### src/rtl/elevator_pkg.sv
// Shared definitions for the elevator controller: FSM encoding and size defaults.
package elevator_pkg;

  localparam int BUTTONS_WIDTH_DEF = 8;
  localparam int LEVEL_WIDTH_DEF   = 3;

  typedef enum logic [1:0] {
    IDLE      = 2'd0,
    MOVE_UP   = 2'd1,
    MOVE_DOWN = 2'd2,
    DOOR      = 2'd3
  } state_t;

endpackage

### src/rtl/elevator_req_scan.sv
// Combinational request scan around one probe level: per-kind hits at the level
// and whether any request lies strictly above or below it.
module elevator_req_scan
  import elevator_pkg::*;
#(
  parameter int BUTTONS_WIDTH = BUTTONS_WIDTH_DEF,
  parameter int LEVEL_WIDTH   = LEVEL_WIDTH_DEF
) (
  input  logic [BUTTONS_WIDTH-1:0] active_in_levels,
  input  logic [BUTTONS_WIDTH-1:0] active_out_up_levels,
  input  logic [BUTTONS_WIDTH-1:0] active_out_down_levels,
  input  logic [LEVEL_WIDTH-1:0]   level,
  output logic [BUTTONS_WIDTH-1:0] level_onehot,
  output logic                     in_here,
  output logic                     up_here,
  output logic                     down_here,
  output logic                     any_above,
  output logic                     any_below
);

  logic [BUTTONS_WIDTH-1:0] req;
  logic [BUTTONS_WIDTH-1:0] above_mask;
  logic [BUTTONS_WIDTH-1:0] below_mask;

  assign req = active_in_levels | active_out_up_levels | active_out_down_levels;

  for (genvar gi = 0; gi < BUTTONS_WIDTH; gi++) begin : g_mask
    assign level_onehot[gi] = (level == LEVEL_WIDTH'(gi));
    assign above_mask[gi]   = (LEVEL_WIDTH'(gi) > level);
    assign below_mask[gi]   = (LEVEL_WIDTH'(gi) < level);
  end

  assign in_here   = |(active_in_levels & level_onehot);
  assign up_here   = |(active_out_up_levels & level_onehot);
  assign down_here = |(active_out_down_levels & level_onehot);
  assign any_above = |(req & above_mask);
  assign any_below = |(req & below_mask);

endmodule

### src/rtl/elevator_ctrl.sv
// Single-cabin elevator controller: direction-preference scheduling, per-level
// travel timer, door timer and one-shot clear pulses for served requests.
module elevator_ctrl
  import elevator_pkg::*;
#(
  parameter int BUTTONS_WIDTH = BUTTONS_WIDTH_DEF,
  parameter int LEVEL_WIDTH   = LEVEL_WIDTH_DEF,
  parameter int TRAVEL_CYCLES = 4,
  parameter int DOOR_CYCLES   = 3
) (
  input  logic                     clk,
  input  logic                     reset,
  input  logic [BUTTONS_WIDTH-1:0] active_in_levels,
  input  logic [BUTTONS_WIDTH-1:0] active_out_up_levels,
  input  logic [BUTTONS_WIDTH-1:0] active_out_down_levels,
  output logic [BUTTONS_WIDTH-1:0] inactivate_in_levels,
  output logic [BUTTONS_WIDTH-1:0] inactivate_out_up_levels,
  output logic [BUTTONS_WIDTH-1:0] inactivate_out_down_levels,
  output logic [LEVEL_WIDTH-1:0]   current_level,
  output logic                     motor_up,
  output logic                     motor_down,
  output logic                     door_open,
  output logic                     dir_down
);

  localparam int TCW = (TRAVEL_CYCLES > 1) ? $clog2(TRAVEL_CYCLES) : 1;
  localparam int DCW = (DOOR_CYCLES > 1) ? $clog2(DOOR_CYCLES) : 1;
  localparam logic [TCW-1:0] TRAVEL_LOAD = TCW'(TRAVEL_CYCLES - 1);
  localparam logic [DCW-1:0] DOOR_LOAD   = DCW'(DOOR_CYCLES - 1);
  localparam logic [LEVEL_WIDTH-1:0] TOP_LEVEL = LEVEL_WIDTH'(BUTTONS_WIDTH - 1);

  state_t                   state_reg, state_next;
  logic [LEVEL_WIDTH-1:0]   level_reg, level_next;
  logic                     dir_down_reg, dir_down_next;
  logic [TCW-1:0]           travel_cnt_reg, travel_cnt_next;
  logic [DCW-1:0]           door_cnt_reg, door_cnt_next;
  logic                     motor_up_reg, motor_up_next;
  logic                     motor_down_reg, motor_down_next;
  logic                     door_open_reg, door_open_next;
  logic [BUTTONS_WIDTH-1:0] inact_in_reg, inact_in_next;
  logic [BUTTONS_WIDTH-1:0] inact_up_reg, inact_up_next;
  logic [BUTTONS_WIDTH-1:0] inact_down_reg, inact_down_next;

  logic [BUTTONS_WIDTH-1:0] cur_onehot, nxt_onehot, sel_onehot;
  logic cur_in, cur_up, cur_down, cur_any_above, cur_any_below;
  logic nxt_in, nxt_up, nxt_down, nxt_any_above, nxt_any_below;
  logic sel_in, sel_up, sel_down, sel_any_above, sel_any_below;
  logic [LEVEL_WIDTH-1:0]   probe_level;
  logic cur_req_here, go_up, go_down, stop_up, stop_down, enter_door;

  // Level the cabin is about to reach, clamped so it never leaves the shaft.
  always_comb begin
    probe_level = level_reg;
    if (state_reg == MOVE_DOWN) begin
      if (level_reg != '0) probe_level = level_reg - LEVEL_WIDTH'(1);
    end else if (level_reg != TOP_LEVEL) begin
      probe_level = level_reg + LEVEL_WIDTH'(1);
    end
  end

  elevator_req_scan #(
    .BUTTONS_WIDTH(BUTTONS_WIDTH),
    .LEVEL_WIDTH  (LEVEL_WIDTH)
  ) u_scan_cur (
    .active_in_levels      (active_in_levels),
    .active_out_up_levels  (active_out_up_levels),
    .active_out_down_levels(active_out_down_levels),
    .level                 (level_reg),
    .level_onehot          (cur_onehot),
    .in_here               (cur_in),
    .up_here               (cur_up),
    .down_here             (cur_down),
    .any_above             (cur_any_above),
    .any_below             (cur_any_below)
  );

  elevator_req_scan #(
    .BUTTONS_WIDTH(BUTTONS_WIDTH),
    .LEVEL_WIDTH  (LEVEL_WIDTH)
  ) u_scan_nxt (
    .active_in_levels      (active_in_levels),
    .active_out_up_levels  (active_out_up_levels),
    .active_out_down_levels(active_out_down_levels),
    .level                 (probe_level),
    .level_onehot          (nxt_onehot),
    .in_here               (nxt_in),
    .up_here               (nxt_up),
    .down_here             (nxt_down),
    .any_above             (nxt_any_above),
    .any_below             (nxt_any_below)
  );

  assign cur_req_here = cur_in | cur_up | cur_down;
  assign go_up   = dir_down_reg ? (cur_any_above & ~cur_any_below) : cur_any_above;
  assign go_down = dir_down_reg ? cur_any_below : (cur_any_below & ~cur_any_above);
  assign stop_up   = nxt_in | nxt_up | (nxt_down & ~nxt_any_above) | (probe_level == TOP_LEVEL);
  assign stop_down = nxt_in | nxt_down | (nxt_up & ~nxt_any_below) | (probe_level == '0);

  // Door opens either at the resting level (IDLE) or at the level just reached.
  assign sel_onehot    = (state_reg == IDLE) ? cur_onehot    : nxt_onehot;
  assign sel_in        = (state_reg == IDLE) ? cur_in        : nxt_in;
  assign sel_up        = (state_reg == IDLE) ? cur_up        : nxt_up;
  assign sel_down      = (state_reg == IDLE) ? cur_down      : nxt_down;
  assign sel_any_above = (state_reg == IDLE) ? cur_any_above : nxt_any_above;
  assign sel_any_below = (state_reg == IDLE) ? cur_any_below : nxt_any_below;

  always_comb begin
    state_next      = state_reg;
    level_next      = level_reg;
    dir_down_next   = dir_down_reg;
    travel_cnt_next = travel_cnt_reg;
    door_cnt_next   = door_cnt_reg;
    motor_up_next   = 1'b0;
    motor_down_next = 1'b0;
    door_open_next  = 1'b0;
    enter_door      = 1'b0;
    inact_in_next   = '0;
    inact_up_next   = '0;
    inact_down_next = '0;

    unique case (state_reg)
      IDLE: begin
        if (cur_req_here) begin
          enter_door = 1'b1;
        end else if (go_up) begin
          state_next      = MOVE_UP;
          motor_up_next   = 1'b1;
          dir_down_next   = 1'b0;
          travel_cnt_next = TRAVEL_LOAD;
        end else if (go_down) begin
          state_next      = MOVE_DOWN;
          motor_down_next = 1'b1;
          dir_down_next   = 1'b1;
          travel_cnt_next = TRAVEL_LOAD;
        end
      end
      MOVE_UP: begin
        if (travel_cnt_reg != '0) begin
          motor_up_next   = 1'b1;
          travel_cnt_next = travel_cnt_reg - TCW'(1);
        end else begin
          level_next = probe_level;
          if (stop_up) begin
            enter_door = 1'b1;
          end else begin
            motor_up_next   = 1'b1;
            travel_cnt_next = TRAVEL_LOAD;
          end
        end
      end
      MOVE_DOWN: begin
        if (travel_cnt_reg != '0) begin
          motor_down_next = 1'b1;
          travel_cnt_next = travel_cnt_reg - TCW'(1);
        end else begin
          level_next = probe_level;
          if (stop_down) begin
            enter_door = 1'b1;
          end else begin
            motor_down_next = 1'b1;
            travel_cnt_next = TRAVEL_LOAD;
          end
        end
      end
      DOOR: begin
        if (door_cnt_reg != '0) begin
          door_open_next = 1'b1;
          door_cnt_next  = door_cnt_reg - DCW'(1);
        end else begin
          state_next = IDLE;
        end
      end
      default: state_next = IDLE;
    endcase

    // Hall calls are only cleared when the cabin will actually leave in that direction.
    if (enter_door) begin
      state_next      = DOOR;
      door_open_next  = 1'b1;
      door_cnt_next   = DOOR_LOAD;
      travel_cnt_next = '0;
      motor_up_next   = 1'b0;
      motor_down_next = 1'b0;
      inact_in_next   = sel_in ? sel_onehot : '0;
      inact_up_next   = (sel_up && (!dir_down_reg || !sel_any_below)) ? sel_onehot : '0;
      inact_down_next = (sel_down && (dir_down_reg || !sel_any_above)) ? sel_onehot : '0;
    end
  end

  always_ff @(posedge clk or posedge reset) begin
    if (reset) begin
      state_reg      <= IDLE;
      level_reg      <= '0;
      dir_down_reg   <= 1'b0;
      travel_cnt_reg <= '0;
      door_cnt_reg   <= '0;
      motor_up_reg   <= 1'b0;
      motor_down_reg <= 1'b0;
      door_open_reg  <= 1'b0;
      inact_in_reg   <= '0;
      inact_up_reg   <= '0;
      inact_down_reg <= '0;
    end else begin
      state_reg      <= state_next;
      level_reg      <= level_next;
      dir_down_reg   <= dir_down_next;
      travel_cnt_reg <= travel_cnt_next;
      door_cnt_reg   <= door_cnt_next;
      motor_up_reg   <= motor_up_next;
      motor_down_reg <= motor_down_next;
      door_open_reg  <= door_open_next;
      inact_in_reg   <= inact_in_next;
      inact_up_reg   <= inact_up_next;
      inact_down_reg <= inact_down_next;
    end
  end

  assign current_level              = level_reg;
  assign dir_down                   = dir_down_reg;
  assign motor_up                   = motor_up_reg;
  assign motor_down                 = motor_down_reg;
  assign door_open                  = door_open_reg;
  assign inactivate_in_levels       = inact_in_reg;
  assign inactivate_out_up_levels   = inact_up_reg;
  assign inactivate_out_down_levels = inact_down_reg;

endmodule

### config.mk
export PLATFORM = sky130hd
export DESIGN_NAME = elevator_ctrl
export DESIGN_NICKNAME = d
export VERILOG_FILES = /design/src/rtl/elevator_pkg.sv /design/src/rtl/elevator_req_scan.sv /design/src/rtl/elevator_ctrl.sv
export SDC_FILE = /design/constraint.sdc
export NUM_CORES = 1
export LEC_CHECK = 0
export CAP_MARGIN = 20
export CORE_MARGIN = 4
export CORE_UTILIZATION = 35
export CTS_CLUSTER_DIAMETER = 30
export DETAILED_ROUTE_END_ITERATION = 10
export PLACE_DENSITY = 0.57
export SLEW_MARGIN = 20
export SYNTH_ARGS = -nofsm -noshare
export SYNTH_HDL_FRONTEND = slang
export SYNTH_SLANG_ARGS = --single-unit
### constraint.sdc
create_clock -name clk -period 4.25 [get_ports clk]
set_clock_uncertainty 0.1 [all_clocks]
set_input_delay 0.425 -clock clk [delete_from_list [all_inputs] [get_ports clk]]
set_output_delay 0.425 -clock clk [all_outputs]
set_load 0.05 [all_outputs]
# Yosys cells after proc, flatten, opt, wreduce, memory -nomap -nowiden
# Cells that the tools add are included.
# word_totals
latch_bits,0
mem_bits_ro,0
mem_bits_rw,0
word_cells,193
mem_count,0
register_bits,37
output_inout_bits,31
input_bits,26
# classes
mux,59
div,0
addsub,4
multipliers,0
n_shift,0
n_bitwise,30
eq_ne,23
order_cmp,32
n_reduce_logical,34
# op_table
operator,count
8-bit bitwise AND,10
8-bit OR reduction,10
8-bit 2-to-1 mux,7
2-bit 2-to-1 mux,16
1-bit 2-to-1 mux,28
3-bit equality test (second input constant),8
3-bit greater-than comparator (first input constant),8
3-bit less-than comparator (first input constant),8
8-bit OR,2
3-bit by 2-bit equality test with 1-bit output (second input constant),4
1-bit by 3-bit greater-than comparator with 1-bit output (first input constant),4
2-bit by 3-bit greater-than comparator with 1-bit output (first input constant),4
1-bit by 3-bit less-than comparator with 1-bit output (first input constant),4
2-bit by 3-bit less-than comparator with 1-bit output (first input constant),4
2-bit nonzero test,5
3-bit 2-to-1 mux,3
3-bit != test (second input constant),3
4-bit != test (second input constant),2
1-bit OR,8
3-bit by 1-bit equality test with 1-bit output (second input constant),2
3-bit logical NOT,2
1-bit NOT,6
2-bit one-hot mux with 3 select lines,1
3-bit nonzero test,2
20 further kinds,31

# Depth between registers and ports, before layout
# Gate-level depths: netlist of run 1.
# depth
ltp_word,15
ltp_mapped,14
depth_no_buf,12

# Hierarchy
# Synthesis of run 1 repeated with hierarchy kept, for this count alone.
# hier_totals
cells_unflattened,328
hier_area_um2,2791.4
# by_module_without_submodules
mod,area_each_um2,cells_each,instances,seq_area_each_um2
elevator_ctrl,1908.1,192,1,925.9
elevator_req_scan,441.7,68,2,0.0

# Worst setup path after synthesis of run 1
# OpenSTA, ideal clock, no wires.
# synth_timing
path_kind,register -> register
from,reg level_reg[1] (netlist: current_level[1])
to,reg travel_cnt_reg[1]
n_path_buf,2
stages_incl_launch_ff,15
arrival_ns,3.678
required_time_ns,4.060
period_less_slack_ns,3.869
path_slack_ns,0.381
setup_ns,0.090
cell_sequence,dfrtp_1 clkbuf_1 inv_1 ha_1 and4b_1 a31oi_1 nand2_1 buf_2 nand2_1 nand2_1 a2111o_1 o41ai_4 o211ai_4 a2111o_1 o221ai_1
# synth_between
elab_chain_len,15
elab_cells_between_ends,109
classes_between,add/sub: 2; order compare: 32; eq/ne: 19; mux: 15; bitwise: 26; reduce/logical: 15
# synth_rtl
item,line_no,source
"start, declared",elevator_ctrl.sv:33,"logic [LEVEL_WIDTH-1:0] level_reg, level_next;"
"start signal, assigned",elevator_ctrl.sv:205,level_reg <= level_next;
3-bit by 1-bit adder with 3-bit output (tied with other cells),elevator_ctrl.sv:57,probe_level = level_reg + LEVEL_WIDTH'(1);
3-bit 2-to-1 mux (on tied branches),"elevator_ctrl.sv:56, elevator_ctrl.sv:55",
3-bit 2-to-1 mux,elevator_ctrl.sv:54,if (state_reg == MOVE_DOWN) begin
1-bit by 3-bit less-than comparator with 1-bit output (tied with other cells),elevator_req_scan.sv:30,assign below_mask[gi] = (LEVEL_WIDTH'(gi) < level);
8-bit bitwise AND (on tied branches),"elevator_req_scan.sv:37, elevator_req_scan.sv:36",
8-bit OR reduction (on tied branches),"elevator_req_scan.sv:37, elevator_req_scan.sv:36",
1-bit NOT (on tied branches),"elevator_ctrl.sv:97, elevator_ctrl.sv:96",
1-bit bitwise AND (on tied branches),"elevator_ctrl.sv:97, elevator_ctrl.sv:96",
1-bit OR (on tied branches) (2 in a row),"elevator_ctrl.sv:97, elevator_ctrl.sv:96",
1-bit 2-to-1 mux (on tied branches),"elevator_ctrl.sv:157, elevator_ctrl.sv:143",
1-bit 2-to-1 mux (on tied branches),"elevator_ctrl.sv:152, elevator_ctrl.sv:138",
1-bit one-hot mux with 3 select lines,elevator_ctrl.sv:121,unique case (state_reg)
4-bit by 3-bit != test with 1-bit output (no source line) (tied with other cells),n/a,
5-bit AND reduction (no source line),n/a,
"end signal, assigned",elevator_ctrl.sv:207,travel_cnt_reg <= travel_cnt_next;
"end, declared",elevator_ctrl.sv:35,"logic [TCW-1:0] travel_cnt_reg, travel_cnt_next;"
# Parallel ways exist; a longest one is shown, timed or not. The select of a mux whose other input is x is not followed.
# A chain may end at the register's enable or synchronous reset.

# Worst setup path after layout of run 1
# layout_timing
from,reg state_reg[0]
to,reg inact_in_reg[7] (netlist: inactivate_in_levels[7])
# layout_between
elab_chain_len,13
elab_cells_between_ends,57
classes_between,order compare: 16; eq/ne: 9; mux: 10; bitwise: 15; reduce/logical: 7
# layout_rtl
item,line_no,source
"start, declared",elevator_ctrl.sv:32,"state_t state_reg, state_next;"
"start signal, assigned",elevator_ctrl.sv:204,state_reg <= state_next;
2-bit equality test,"elevator_ctrl.sv:54, elevator_ctrl.sv:121",
3-bit 2-to-1 mux,elevator_ctrl.sv:54,
1-bit by 3-bit less-than comparator with 1-bit output (tied with other cells),elevator_req_scan.sv:30,
8-bit bitwise AND (on tied branches),"elevator_req_scan.sv:37, elevator_req_scan.sv:36",
8-bit OR reduction (on tied branches),"elevator_req_scan.sv:37, elevator_req_scan.sv:36",
1-bit NOT (on tied branches),"elevator_ctrl.sv:97, elevator_ctrl.sv:96",
1-bit bitwise AND (on tied branches),"elevator_ctrl.sv:97, elevator_ctrl.sv:96",
1-bit OR (on tied branches) (2 in a row),"elevator_ctrl.sv:97, elevator_ctrl.sv:96",
1-bit 2-to-1 mux (on tied branches),"elevator_ctrl.sv:157, elevator_ctrl.sv:143",
1-bit 2-to-1 mux (on tied branches),"elevator_ctrl.sv:152, elevator_ctrl.sv:138",
1-bit one-hot mux with 3 select lines,elevator_ctrl.sv:121,
8-bit 2-to-1 mux *,elevator_ctrl.sv:177,if (enter_door) begin
net inact_in_next[7],elevator_ctrl.sv:40,"logic [BUTTONS_WIDTH-1:0] inact_in_reg, inact_in_next;"
"end signal, assigned",elevator_ctrl.sv:212,inact_in_reg <= inact_in_next;
"end, declared",elevator_ctrl.sv:40,
# Mark *: on every way through the listed nets, which the timed path passes. The rest lies on a longest branch.

==> results of run 1 <==
-- where the power goes --
part | internal [W] | switching, W
Sequential | 0.000436 | 0.0000575
Clock | 0.000113 | 0.000131
Combinational | 0.000769 | 0.00141
-- routing by layer --
metal	vias to the layer above	share of wire (%)	global-route usage, %
met5	-	0	0
met4	0	2.8	7.243
met3	23	5.4	3.675
met2	103	46	30.94
met1	1354	46	27.93
li1	1317	-	-
-- kinds of logic (layout without fill, tap and decap cells) --
logic type | after synthesis | after routing | share of synthesized area [%]
and+or+nand+nor | 138 | 138 | 23.81
AOI/OAI and AO/OA | 100 | 100 | 28.80
DFF | 37 | 37 | 33.88
buffers and inverters | 31 | 89 | 4.671
adders and majority gates | 12 | 12 | 5.494
muxes | 8 | 8 | 3.022
xor gates and xnor gates | 1 | 1 | 0.3206
-- worst max-delay path, cell delays in order (launching register included) --
cell and delay, ps:
dfrtp_1 410, inv_1 100, ha_2 330, nor4bb_1 400, or3_1 400, nand3_1 300
o21ai_0 260, a211oi_1 150, a2111oi_2 630, o21ai_1 210, a2bb2oi_2 400, nor3_1 110
-- layout by cell type, fill, tap and decap left out, drive strengths merged, types with 8 or more instances in the layout --
| cell type | n |
|---|---|
| inv | 14 |
| ha | 12 |
| clkdlybuf4s50 | 56 |
| buf | 11 |
| nor3 | 25 |
| a21oi | 19 |
| a31oi | 8 |
| o21ai | 18 |
| nor2 | 40 |
| nand2 | 40 |
| nand3 | 11 |
| dfrtp | 37 |
-- worst paths after layout --
path	start	endpoint
max in group asynchronous	reset	motor_down
setup reg to reg	state_reg[0]	inactivate_in_levels[7]
hold reg to reg	door_cnt_reg[1]	door_cnt_reg[1]
setup / recovery	state_reg[0]	inactivate_in_levels[7]
hold / removal	reset	inactivate_out_down_levels[4]
min in group clk	door_cnt_reg[1]	door_cnt_reg[1]
-- repair_timing --
item / 4_1_cts / 5_1_grt
endpoints found under the setup margin: 0 / 8
resized for setup: 0 / 1
endpoints found under the hold margin: 0 / 0
setup buffers: 0 / 0
-- cell type report --
| cell class | instances | area (um2) |
|---|---|---|
| repair buffers | 67 | 643.1 |
| clock buffers | 5 | 68.82 |
| well taps | 99 | 123.9 |
| flip-flops and latches | 37 | 925.9 |
| multi-input cells | 259 | 1682 |
| clock inverters | 3 | 17.52 |
| fillers | 757 | 3895 |
| inverters | 14 | 52.55 |
-- through the flow --
step / std cells / power [W] / area [um2]
after floorplan: 327 / 0.002066 / 2733
final: 484 / 0.002919 / 3513
after detailed placement: 476 / 0.002641 / 3425
after global routing: 484 / 0.003153 / 3513
after global placement: 476 / 0.002641 / 3425
after CTS: 484 / 0.002894 / 3511
==> metrics.sh, run 1 <==
NUM_VIAS=2797
CP_DATA_ARRIVAL_TIME_PS=4000
VIAS_PER_CELL=5.779
DRT_FIRST_ITER_VIOLATIONS=179
IO_PINS=57
TIMING_WORST_SETUP_PATH_TYPE='flip-flop to flip-flop'
NUMBER_OF_SYNTHESIZED_FLOPS_WITH_AN_ENABLE_PIN=0
ANTENNA_VIOLATING_NETS_POST_ROUTE=0
DR.PASS1.ITERS=5
WORST_PIN_SLEW_PS=816.6
CORE_AREA_MM2=0.007408
ROOT_BUFFER='clkbuf_8'
ROW_COUNT=31
FINALSETUPVIOLATIONS=0
INSERTION_DELAY_PS=280
LAYOUT-AREA-OVERHEAD-VS-SYNTH_PCT=28.57
DIE-HEIGHT_UM=96.36
LARGEST_VDD_SUPPLY_DROP_mV=0.5265
FINALCOREUTILIZATION_PCT=47.42
WORST_HOLD_PATH_TYPE='input port to asynchronous set/reset pin'
END_KIND='flip-flop'
PLACE_WORST_SETUP_SLACK_PS=235.1
R2R_SETUP_SLACK_PS=290
BUFFER_PORTS.INSERTED=56
POST-ROUTE-WORST-SETUP-SLACK_PS=288.8
FINAL_NET_COUNT=422
WORSTPATHMAXFANOUT=14
GRT_SETUP_UNREPAIRED='no'
SYN-NUM-NETS=365
SLEW_HEADROOM_PCT=45.56
GLOBALROUTE.TOTALOVERFLOW=0
SYNTH_TOP_AREA_CELL='dfrtp_1'
TIMING.REG2REG.WORST_PATH_DEPTH=11
NETLIST-CELL-TYPE-COUNT=63
YOSYSTOPAREACELLSHARE_PCT=33.88
SYNTH.AREA.TOP_CELLS='dfrtp_1, ha_1, nand2_1, nor2_1, nor3_1'
NUMBER_OF_ANTENNA_VIOLATIONS_AT_THE_FIRST_CHECK_IN_GLOBAL_ROUTING=0
YOSYSWARNINGS=0
FINAL.HOLD.WORST_SLACK_PS=168.9
FIRST_GLOBAL_VIAS=2784
CLOCK.FMAX_GHz=0.2524
PERIOD_SHARE_PCT=93.20
MAXIMUM_NUMBER_OF_PINS_ON_ONE_NET_BEFORE_GLOBAL_ROUTE_REPAIR=37
FIRST_PASS_GRT_WIRE_LENGTH_UM=14360
ANTENNA-DIODE-COUNT=0
HTREE_LEVELS=2
ASYNC_RESET_FF_SHARE_PCT=100.0
TIMING_MAX_TRANSITION_VIOLATIONS_FINAL=0
DETAIL_ROUTE.WIRELENGTH_UM=8854
DP_HPWL_UM=6811
WORSTSETUPSTARTPOINTTYPE='flip-flop'
CTSHOLDBUFFERS=0
CELL_WITH_THE_MOST_INSTANCES_AFTER_SYNTHESIS='nand2_1'
PWR_DENSITY_CELL_mW_PER_MM2=830.9
SYNTH-SEQ-AREA-SHARE_PCT=33.88
SYNTH-SEQ-CELLS=37
SYN-CELL-AREA_MM2=0.002733
CTS_MADE_BUFFERS=5
NUMCLOCKSINKS=37
SETUP_TOTAL_NEGATIVE_SLACK_PS=0
MAXCAPVIOLCOUNT=0
CHIPWIDTH_UM=96.36
TRITONCTS='built'
LEAKAGEPOWER_nW=1.454
POST-ROUTE-DRC-COUNT=0
INITIAL_UTILIZATION_PCT=36.89
SYNTHCELLS=327
SYNTHFLOPTYPE='dfrtp_1'
FINALWEIGHTEDCONGESTION=1.009
CLK_PIN_SLEW_WORST_PATHS_PS=80
FINAL-HOLD-VIOLATION-COUNT=0
DIE_AREA_MM2=0.009285
POST_SYNTH_MOST_FREQUENT_CELLS='nand2_1, nor2_1, dfrtp_1, nor3_1, a21oi_1'
WIRE_PER_INST_UM=18.29
SYNTH_AREA_PER_CELL_UM2=8.357
CLK_PATH_BUF_DEPTH=2
SHARE_OF_CELLS_ABOVE_DRIVE_STRENGTH_1_PCT=8.831
GROUTE.USAGE.OVERALL_PCT=20.05
REQUIRED_PS=4290
RUN_STATUS='finished clean'
LAYOUT_MIN_CYCLE_TIME_PS=3961
(Power assumes the default switching activity.)
==> run 2, diff against run 1 <==
CORE_MARGIN = 3   (was 4)
==> run 2 against run 1 <==
Effect of this change: wire length decreased by 2.7%; sequential share of layout area shrank 0.44 points; hold slack better by 260 ps; sequential power is essentially flat; cell count is the same; power increased by 4.5%; largest power group unchanged.
==> metrics.sh, run 2 (synthesis results as in run 1) <==
RUN_STATUS='finished clean'
CLOCK.FMAX_GHz=0.2546  # +0.85%
POWER.INTERNAL_W=0.001452  # +10%
LAYOUT_MIN_CYCLE_TIME_PS=3928  # -33.41 ps
DP_HPWL_UM=6690  # -1.8%
WORSTPATHMAXFANOUT=14  # unchanged
TIMING.REG2REG.WORST_PATH_DEPTH=12  # +1
SETUP_TOTAL_NEGATIVE_SLACK_PS=0  # unchanged
R2R_START='state_reg[0]'
MAXIMUM_NUMBER_OF_PINS_ON_ONE_NET_BEFORE_GLOBAL_ROUTE_REPAIR=38  # +2.7%
VIAS_PER_CELL=5.839  # +1.0%
LARGEST_VDD_SUPPLY_DROP_mV=0.3874  # -26%
ROOT_BUFFER='clkbuf_8'
DETAIL_ROUTE.WIRELENGTH_UM=8618  # -2.7%
CLK_PATH_BUF_DEPTH=2  # unchanged
REG_TO_REG_END='inactivate_in_levels[0]'
CTS_MADE_BUFFERS=5  # unchanged
POST_CTS.RESIZED_INSTANCES=0  # unchanged
ROW_COUNT=31  # unchanged
DIE_AREA_MM2=0.008904  # -4.1%
MOST_COMMON_CELL_AFTER_LAYOUT_FILL_AND_TAPS_ASIDE='clkdlybuf4s50_1'
SLEW_HEADROOM_PCT=43.23  # -2.3 points
PWR_DENSITY_CELL_mW_PER_MM2=853.7  # +2.7%
TIMING.CRITICAL_PATH.CELLS='inv_1 > ha_2 > and2b_1 > or3_1 > nand3_1 > a21oi_1 > a2111oi_4 > nor2_1 > o41ai_4 > o21ai_1 > a2bb2oi_2 > nor3_1'
FINALWEIGHTEDCONGESTION=0.9371  # -7.1%
CORE_AREA_MM2=0.007408  # unchanged
NUMCLOCKSINKS=37  # unchanged
COMBINATIONAL_SHARE_OF_POWER_PCT=72.2  # -2.5 points
NUM_VIAS=2826  # +1.0%
TIMING_WORST_SETUP_PATH_TYPE='flip-flop to flip-flop'
DIE-HEIGHT_UM=94.36  # -2.1%
CLK_PIN_SLEW_WORST_PATHS_PS=70  # about the same
GROUTE.USAGE.OVERALL_PCT=20.23  # +0.19 points
MAXCAPVIOLCOUNT=0  # unchanged
NET-SWITCHING-POWER_W=0.001598  # -0.19%
WORSTSETUPSTARTPOINTTYPE='flip-flop'
FINAL-HOLD-VIOLATION-COUNT=0  # unchanged
CHIPWIDTH_UM=94.36  # -2.1%
GLOBALROUTE.TOTALOVERFLOW=0  # unchanged
CRITPATHLAUNCH='state_reg[0]'
PLACE_WORST_SETUP_SLACK_PS=205.6  # -29.53 ps
CP_SLOWEST_CELL='or3_1'
ANTENNA_VIOLATING_NETS_POST_ROUTE=0  # unchanged
SHARE_OF_CELLS_ABOVE_DRIVE_STRENGTH_1_PCT=8.831  # unchanged
WORST_HOLD_PATH_TYPE='flip-flop to flip-flop'
RELATIVE_CONTRIBUTION_OF_SEQUENTIAL_CELLS_TO_TOTAL_POWER_PCT=16.2  # -0.7 points
INSERTION_DELAY_PS=280  # about the same
FIRST_PASS_GRT_WIRE_LENGTH_UM=14030  # -2.3%
WORST_PIN_SLEW_PS=851.5  # +34.89 ps
HTREE_LEVELS=2  # unchanged
DR.PASS1.ITERS=6  # +1
ANTENNA-DIODE-COUNT=0  # unchanged
TRITONCTS='built'
LEAKAGEPOWER_nW=1.480  # +1.8%
NETSWITCHINGFRACTION_PCT=52.39  # -2.5 points
BUFFER_PORTS.INSERTED=56  # unchanged
CP_SLOWEST_STAGE_DELAY_PS=540  # -90 ps
WORSTSETUPENDPOINT='inactivate_in_levels[0]'
POWER.SHARE.CLOCK_PCT=11.6  # +3.2 points
PERIOD_SHARE_PCT=92.42  # -0.79 points
FINALSETUPVIOLATIONS=0  # unchanged
END_KIND='flip-flop'
DRT_FIRST_ITER_VIOLATIONS=314  # +75%
CTS.REPAIR_TIMING.SETUP_BUFFER_COUNT=0  # unchanged
LAYOUT-AREA-OVERHEAD-VS-SYNTH_PCT=30.77
INITIAL_UTILIZATION_PCT=36.89  # unchanged
R2R_SETUP_SLACK_PS=320  # +30 ps
TIMING_MAX_TRANSITION_VIOLATIONS_FINAL=0  # unchanged
GRT_SETUP_UNREPAIRED='no'
N_FILL_CELL=711  # -6.1%
REQUIRED_PS=4280  # about the same
CP_DATA_ARRIVAL_TIME_PS=3960  # -40 ps
POST-LAYOUT-TOTAL-POWER_W=0.003051  # +4.5%
WIRE_PER_INST_UM=17.81  # -2.7%
FIRST_GLOBAL_VIAS=2644  # -5.0%
POST-ROUTE-WORST-SETUP-SLACK_PS=322.2  # +33.41 ps
WHS_PATH_DEPTH=1
CTSHOLDBUFFERS=0  # unchanged
IO_PINS=57  # unchanged
COMMONEST_NON_FILL_NON_TAP_CELLS_IN_THE_LAYOUT='clkdlybuf4s50_1, nand2_1, nor2_1'
NUMBER_OF_ANTENNA_VIOLATIONS_AT_THE_FIRST_CHECK_IN_GLOBAL_ROUTING=0  # unchanged
FINAL_NET_COUNT=422  # unchanged
POST-ROUTE-DRC-COUNT=0  # unchanged
[run 2: cell types whose count changed in the layout (fill, tap and decap cells not counted), sizes merged]
cell      delta
bufinv       +2
clkinv       -1
clkinvlp     -1
[run 2: how the worst min path moves through the flow]
stage                                from              end  slack [ps]
after floorplan           door_cnt_reg[1]  door_cnt_reg[1]         380
after global placement    door_cnt_reg[1]  door_cnt_reg[1]         390
after detailed placement  door_cnt_reg[1]  door_cnt_reg[1]         410
after CTS                 door_cnt_reg[1]  door_cnt_reg[1]         430
after global routing      door_cnt_reg[1]  door_cnt_reg[1]         430
final                     door_cnt_reg[1]  door_cnt_reg[1]         430
[run 2: layout make-up]
class | count | area (um2) | share of cell area, %
clock buffers | 5 | 68.82 | 1.926
clock inverters | 3 | 65.06 | 1.821
inverters | 14 | 52.55 | 1.471
multi-input cells | 259 | 1694 | 47.41
flip-flops and latches | 37 | 925.9 | 25.91
well taps | 99 | 123.9 | 3.466
repair buffers | 67 | 643.1 | 18.00
[run 2: per-layer routing]
layer	vias to the layer above	global-route usage (%)	wire length [um]
met5	-	0	0
met4	0	6.017	212
met3	19	3.108	626
met2	119	31.38	3989
met1	1362	29.10	3790
li1	1326	-	-
[run 2: power by group through the flow]
| stage | registers, W | logic (W) | clock network, W |
|---|---|---|---|
| after global placement | 0.000497 | 0.00214 | 0 |
| after global routing | 0.000503 | 0.00241 | 0.000382 |
| after floorplan | 0.000670 | 0.00140 | 0 |
| final | 0.000494 | 0.00220 | 0.000353 |
| after detailed placement | 0.000498 | 0.00214 | 0 |
| after CTS | 0.000493 | 0.00215 | 0.000363 |
[run 2: worst max-delay path: cells and delay by family, from the launching register on]
family,cells,cell delay [ps]
compound gates,5,1500
simple gates,5,1320
flops,1,410
fa+ha+maj,1,340
buf+inv,1,100
[run 2: stage by stage]
| step | std cells | hold slack, ps | utilization [%] | instance area (um2) |
|---|---|---|---|---|
| 2_1_floorplan | 327 | 381.7 | - | 2733 |
| 3_3_place_gp | 476 | 392.1 | 46.23 | 3425 |
| 5_1_grt | 484 | 434.2 | 48.24 | 3573 |
| 4_1_cts | 484 | 428.4 | 48.03 | 3558 |
| 3_5_place_dp | 476 | 411.0 | 46.23 | 3425 |
| 6_report | 484 | 431.8 | 48.24 | 3573 |
